## src/rtl/key_event_latch.sv

```systemverilog
// key_event_latch: debounced, latched press events from active-low KEY buttons (KEY_AUTOREPEAT_EN adds hold-to-repeat).
// Latency: KEY fall to press_pulse/key_down = 2 sync + DEBOUNCE_CYCLES cycles; pressed follows one cycle later.
// Backpressure: one pending event per key, cleared by consume; a press while pending sets sticky overrun.
module key_event_latch #(
    parameter int NUM_KEYS        = 2,
    parameter int DEBOUNCE_CYCLES = 500000,
    parameter int CNT_W           = 20,
    parameter int REPEAT_DELAY    = 25000000,
    parameter int REPEAT_PERIOD   = 5000000
) (
    input  logic                MAX10_CLK1_50,
    input  logic                reset,
    input  logic [NUM_KEYS-1:0] KEY,
    input  logic [NUM_KEYS-1:0] consume,
    output logic [NUM_KEYS-1:0] pressed,
    output logic [NUM_KEYS-1:0] press_pulse,
    output logic [NUM_KEYS-1:0] key_down,
    output logic [NUM_KEYS-1:0] overrun
);

    if (DEBOUNCE_CYCLES < 2 || REPEAT_PERIOD < 1 || REPEAT_PERIOD > REPEAT_DELAY) begin : g_param_check
        $error("key_event_latch: invalid timing parameters");
    end

    localparam logic [CNT_W-1:0] CNT_LAST = CNT_W'(DEBOUNCE_CYCLES - 1);

    logic [NUM_KEYS-1:0] sync1;
    logic [NUM_KEYS-1:0] sync2;
    logic [NUM_KEYS-1:0] sample;
    logic [NUM_KEYS-1:0] kd_prev;
    logic [NUM_KEYS-1:0] rpt_pulse;
    logic [CNT_W-1:0]    cnt [NUM_KEYS];

    assign sample = ~sync2;

    always_ff @(posedge MAX10_CLK1_50) begin
        if (reset) begin
            sync1    <= '1;
            sync2    <= '1;
            key_down <= '0;
            kd_prev  <= '0;
            for (int i = 0; i < NUM_KEYS; i++) begin
                cnt[i] <= '0;
            end
        end else begin
            sync1   <= KEY;
            sync2   <= sync1;
            kd_prev <= key_down;
            for (int i = 0; i < NUM_KEYS; i++) begin
                // Counter only runs while the sample disagrees with the accepted level.
                if (sample[i] == key_down[i]) begin
                    cnt[i] <= '0;
                end else if (cnt[i] == CNT_LAST) begin
                    key_down[i] <= ~key_down[i];
                    cnt[i]      <= '0;
                end else begin
                    cnt[i] <= cnt[i] + 1'b1;
                end
            end
        end
    end

`ifdef KEY_AUTOREPEAT_EN
    localparam int                HOLD_W      = $clog2(REPEAT_DELAY + 1);
    localparam logic [HOLD_W-1:0] HOLD_FIRE   = HOLD_W'(REPEAT_DELAY);
    localparam logic [HOLD_W-1:0] HOLD_RELOAD = HOLD_W'(REPEAT_DELAY - REPEAT_PERIOD + 1);

    logic [HOLD_W-1:0] hold_cnt [NUM_KEYS];

    // Reloading below the fire value spaces later repeats by REPEAT_PERIOD.
    always_ff @(posedge MAX10_CLK1_50) begin
        for (int i = 0; i < NUM_KEYS; i++) begin
            if (reset || !key_down[i]) begin
                hold_cnt[i] <= '0;
            end else if (hold_cnt[i] == HOLD_FIRE) begin
                hold_cnt[i] <= HOLD_RELOAD;
            end else begin
                hold_cnt[i] <= hold_cnt[i] + 1'b1;
            end
        end
    end

    always_comb begin
        rpt_pulse = '0;
        for (int i = 0; i < NUM_KEYS; i++) begin
            rpt_pulse[i] = key_down[i] && (hold_cnt[i] == HOLD_FIRE);
        end
    end
`else
    assign rpt_pulse = '0;
`endif

    assign press_pulse = (key_down & ~kd_prev) | rpt_pulse;

    // A new event beats a same-cycle consume; overrun implies pressed, so consume always clears it.
    always_ff @(posedge MAX10_CLK1_50) begin
        if (reset) begin
            pressed <= '0;
            overrun <= '0;
        end else begin
            pressed <= (pressed & ~consume) | press_pulse;
            overrun <= (overrun & ~(consume & pressed)) | (press_pulse & pressed & ~consume);
        end
    end

endmodule

```

## config.mk

```make
export PLATFORM = sky130hd
export DESIGN_NAME = key_event_latch
export DESIGN_NICKNAME = d
export VERILOG_FILES = /design/src/rtl/key_event_latch.sv
export SDC_FILE = /design/constraint.sdc
export NUM_CORES = 1
export LEC_CHECK = 0
export CAP_MARGIN = 20
export CORE_MARGIN = 2
export CORE_UTILIZATION = 45
export DETAILED_ROUTE_END_ITERATION = 10
export GPL_TIMING_DRIVEN = 0
export PLACE_DENSITY_LB_ADDON = 0.08
export SKIP_LAST_GASP = 1
export SLEW_MARGIN = 20
export SYNTH_ARGS = -nofsm -noshare
export SYNTH_HDL_FRONTEND = slang
export SYNTH_SLANG_ARGS = --single-unit
```

## constraint.sdc

```tcl
create_clock -name MAX10_CLK1_50 -period 2.4 [get_ports MAX10_CLK1_50]
set_clock_uncertainty 0.1 [all_clocks]
set_input_delay 0.24 -clock MAX10_CLK1_50 [delete_from_list [all_inputs] [get_ports MAX10_CLK1_50]]
set_output_delay 0.24 -clock MAX10_CLK1_50 [all_outputs]
set_load 0.02 [all_outputs]
```

==> impl_metrics.env <==
export IMPL_status="finished clean"
export IMPL_fin_ws_ns=0.164
export IMPL_path_class="reg2reg"
export IMPL_reg2reg_depth=7
export IMPL_crit_fanout=10
export IMPL_rsz0062_at_grt="false"
export IMPL_vias=1924
export IMPL_hp_start="sync1[0]"
export IMPL_grt_overflow_total=0
export IMPL_numCtsBuffers=5
export IMPL_core_um2=5570
export IMPL_fill_cells=509
export IMPL_io_buffers=13
export IMPL_num_rows=27
export IMPL_antenna_found_initial=0
export IMPL_min_path_type="reg2reg"
export IMPL_place_congestion=0.773
export IMPL_whs_path_depth=1
export IMPL_holdWs_ns=0.319
export IMPL_async_flop_share_pct=0
export IMPL_setup_viol=0
export IMPL_fin_crit_sh_pct=93.2
export IMPL_ys_ff_latch=52
export IMPL_die_area_um2=6460
export IMPL_ys_warnings_count=0
export IMPL_max_stage_delay_ns=0.40
export IMPL_die_w_um=80.4
export IMPL_yosysSeqAreaShare_pct=54.9
export IMPL_crit_path_top_delay_cell="edfxtp_1"
export IMPL_clkSlewWorstSetupHoldPaths_ns=0.09
export IMPL_hold_viol_final=0
export IMPL_ir_worst_vdd_v=0.000329
export IMPL_reg2reg_slack_ns=0.16
export IMPL_synth_top_cell_area_share_pct=45.8
export IMPL_grt_max_degree=17
export IMPL_ant_nets=0
export IMPL_report_final_slew_viol_count=0
export IMPL_min_to="sync2[0]"
export IMPL_nets=315
export IMPL_r2r_start="cnt[1][0]"
export IMPL_track_usage_pct=15.4
export IMPL_fp_dieH_um=80.4
export IMPL_drive_gt1_share_pct=8.12
export IMPL_htree_levels=2
export IMPL_power_w=0.00161
export IMPL_insertedDiodeCount=0
export IMPL_clk_latency_ns=0.30
export IMPL_start_util_pct=47.1
export IMPL_vias_per_cell=5.06
export IMPL_netlist_instances=245
export IMPL_crit_required_ns=2.36
export IMPL_synth_area_per_cell_um2=10.7
export IMPL_final_area_um2=3110
export IMPL_end_kind="register"
export IMPL_cts_sinks=52
export IMPL_fin_crit_ns=2.24
export IMPL_area_delta_synth_final_pct=18.4
export IMPL_yosysTopAreaCell="edfxtp_1"
export IMPL_post_drt_wl_per_cell_um=11.9
export IMPL_multi_input_area_um2=1270
export IMPL_yosysUniqueCellTypes=36
export IMPL_r2r_end="cnt[1][8]"
export IMPL_synth_edff_count=40
export IMPL_firstDrtPassIters=4
export IMPL_startpoint_type="register"
export IMPL_cts_tree="done"
export IMPL_pre_cts_ws_ns=-0.0252
export IMPL_drcViolationCount=0
export IMPL_clk_path_buf_depth=2
export IMPL_yosys_most_used_dff="edfxtp_1"
export IMPL_root_buffer="clkbuf_8"
export IMPL_fmax_mhz=447
export IMPL_synth_area_leaders="edfxtp_1 46%, dfxtp_1 9.2%, xnor2_1 5.3%"
export IMPL_syn_area_um2=2630
export IMPL_holdBufCountCts=0
export IMPL_wl_um=4530
export IMPL_grt_pass1_wl_um=7690
export IMPL_cp_cell_sequence="ha_1, and3_1, clkbuf_1, nand2_1, o311ai_4, buf_2, nor2_1"
export IMPL_powerDensity_nw_per_um2=518
export IMPL_grt_pass1_vias=1787
export IMPL_dpl_cell_area_um2=2990
export IMPL_ios=14
export IMPL_cap_viol_max_count=0
export IMPL_crit_arrival_ns=2.19
export IMPL_seq_area_um2=1440
export IMPL_drt_iter0_markers=56
export IMPL_cellLeakagePower_nw=1.07
export IMPL_dp_hpwl_um=3350
per-stage QoR:
stage,cells,utilization (%),setup TNS [ns]
after CTS,377,55.2,0
final,380,55.8,0
after global placement,369,53.7,-0.163
after global routing,380,55.8,0
after detailed placement,369,53.7,-0.188
after floorplan,284,-,0
report_power, final:
part	total [W]	switching [W]	internal [W]
Clock	0.000497	0.000288	0.000209
Combinational	0.0000761	0.0000411	0.0000350
Sequential	0.00104	0.0000368	0.00100
Total	0.00161	0.000366	0.00124
area by class of cell:
type                       count  area share, %
clock buffer                   6           2.33
multi-input combinational    216           41.0
inverter                       9           1.09
tap                           72           2.90
timing repair buffer          16           4.91
buffer                         7          0.966
sequential                    52           46.4
clock inverter                 2          0.483
state kept, by name (all words and copies together), names as in the netlist:
signal,cells
cnt,40
kd_prev,2
key_down,2
overrun,2
pressed,2
sync1,2
sync2,2
synthesized netlist by cell type (3+ instances only):
master / n
edfxtp_1: 40
nor2_1: 37
xnor2_1: 16
nand3_1: 15
nand4_1: 13
xor2_1: 13
a21oi_1: 12
dfxtp_1: 12
inv_1: 9
nand2_1: 9
nor4_1: 6
nor2b_1: 5
nor3_1: 5
o21ai_0: 5
and3_1: 4
clkbuf_1: 4
nor4b_1: 4
o31ai_1: 4
or2_2: 4
or4_1: 4
and4_1: 3
buf_2: 3
or3_1: 3
per-layer routing:
layer / wire (um) / GRT usage [%] / vias to the layer above
li1: - / - / 985
met1: 2060 / 18.0 / 907
met2: 2280 / 27.6 / 24
met3: 115 / 2.70 / 8
met4: 77 / 6.61 / 0
met5: 0 / 0 / -
kinds of logic (layout without fill, tap and decap cells):
| kind of cell | Yosys count | in the layout | share of synthesized area (%) |
|---|---|---|---|
| other | 1 | 40 | 0.143 |
| adder cells (fa/ha/maj) | 2 | 2 | 0.953 |
| buffers and inverters | 16 | 40 | 2.43 |
| flip-flops | 52 | 52 | 54.9 |
| AO/OA/AOI/OAI | 26 | 26 | 6.63 |
| multiplexers | 1 | 1 | 0.429 |
| XOR/XNOR | 29 | 29 | 9.68 |
| AND/OR/NAND/NOR | 118 | 118 | 24.8 |
placed cells by master, fill, tap and decap left out, types with 3 or more instances in the layout:
| cell type | n |
|---|---|
| nand3_1 | 15 |
| or2_2 | 4 |
| inv_1 | 9 |
| or3_1 | 3 |
| and4_1 | 3 |
| xor2_1 | 13 |
| and3_1 | 4 |
| conb_1 | 40 |
| dfxtp_1 | 12 |
| nor4b_1 | 4 |
| a21oi_1 | 12 |
| edfxtp_1 | 40 |
| xnor2_1 | 16 |
| nor2_1 | 37 |
| buf_2 | 3 |
| clkbuf_1 | 5 |
| clkbuf_8 | 5 |
| nor4_1 | 6 |
| o31ai_1 | 4 |
| or4_1 | 4 |
| clkdlybuf4s50_1 | 13 |
| nand4_1 | 13 |
| nand2_1 | 9 |
| o21ai_0 | 5 |
| nor3_1 | 5 |
| nor2b_1 | 5 |
| buf_4 | 3 |
worst max path at each step:
stage	slack [ns]	endpoint	from
2_1_floorplan	0.35	cnt[1][10]	cnt[1][0]
3_3_place_gp	-0.02	cnt[1][6]	cnt[1][0]
3_5_place_dp	-0.03	cnt[1][11]	cnt[1][0]
4_1_cts	0.008	cnt[1][11]	cnt[1][0]
5_1_grt	0.02	cnt[0][11]	cnt[0][12]
6_report	0.16	cnt[1][8]	cnt[1][0]
what timing repair did:
| action | CTS | global route |
|---|---|---|
| setup endpoints to repair | 10 | 20 |
| resized for setup | 0 | 1 |
| setup buffers | 0 | 3 |
| pin swaps | 1 | 1 |
worst max-delay path: cells and delay by family, from the launching register on:
| family | cells | cell delay [ns] |
|---|---|---|
| buf+inv | 2 | 0.55 |
| flops | 1 | 0.40 |
| fa+ha+maj | 1 | 0.19 |
| compound gates | 1 | 0.37 |
| simple gates | 3 | 0.38 |
(Power assumes the default switching activity.)
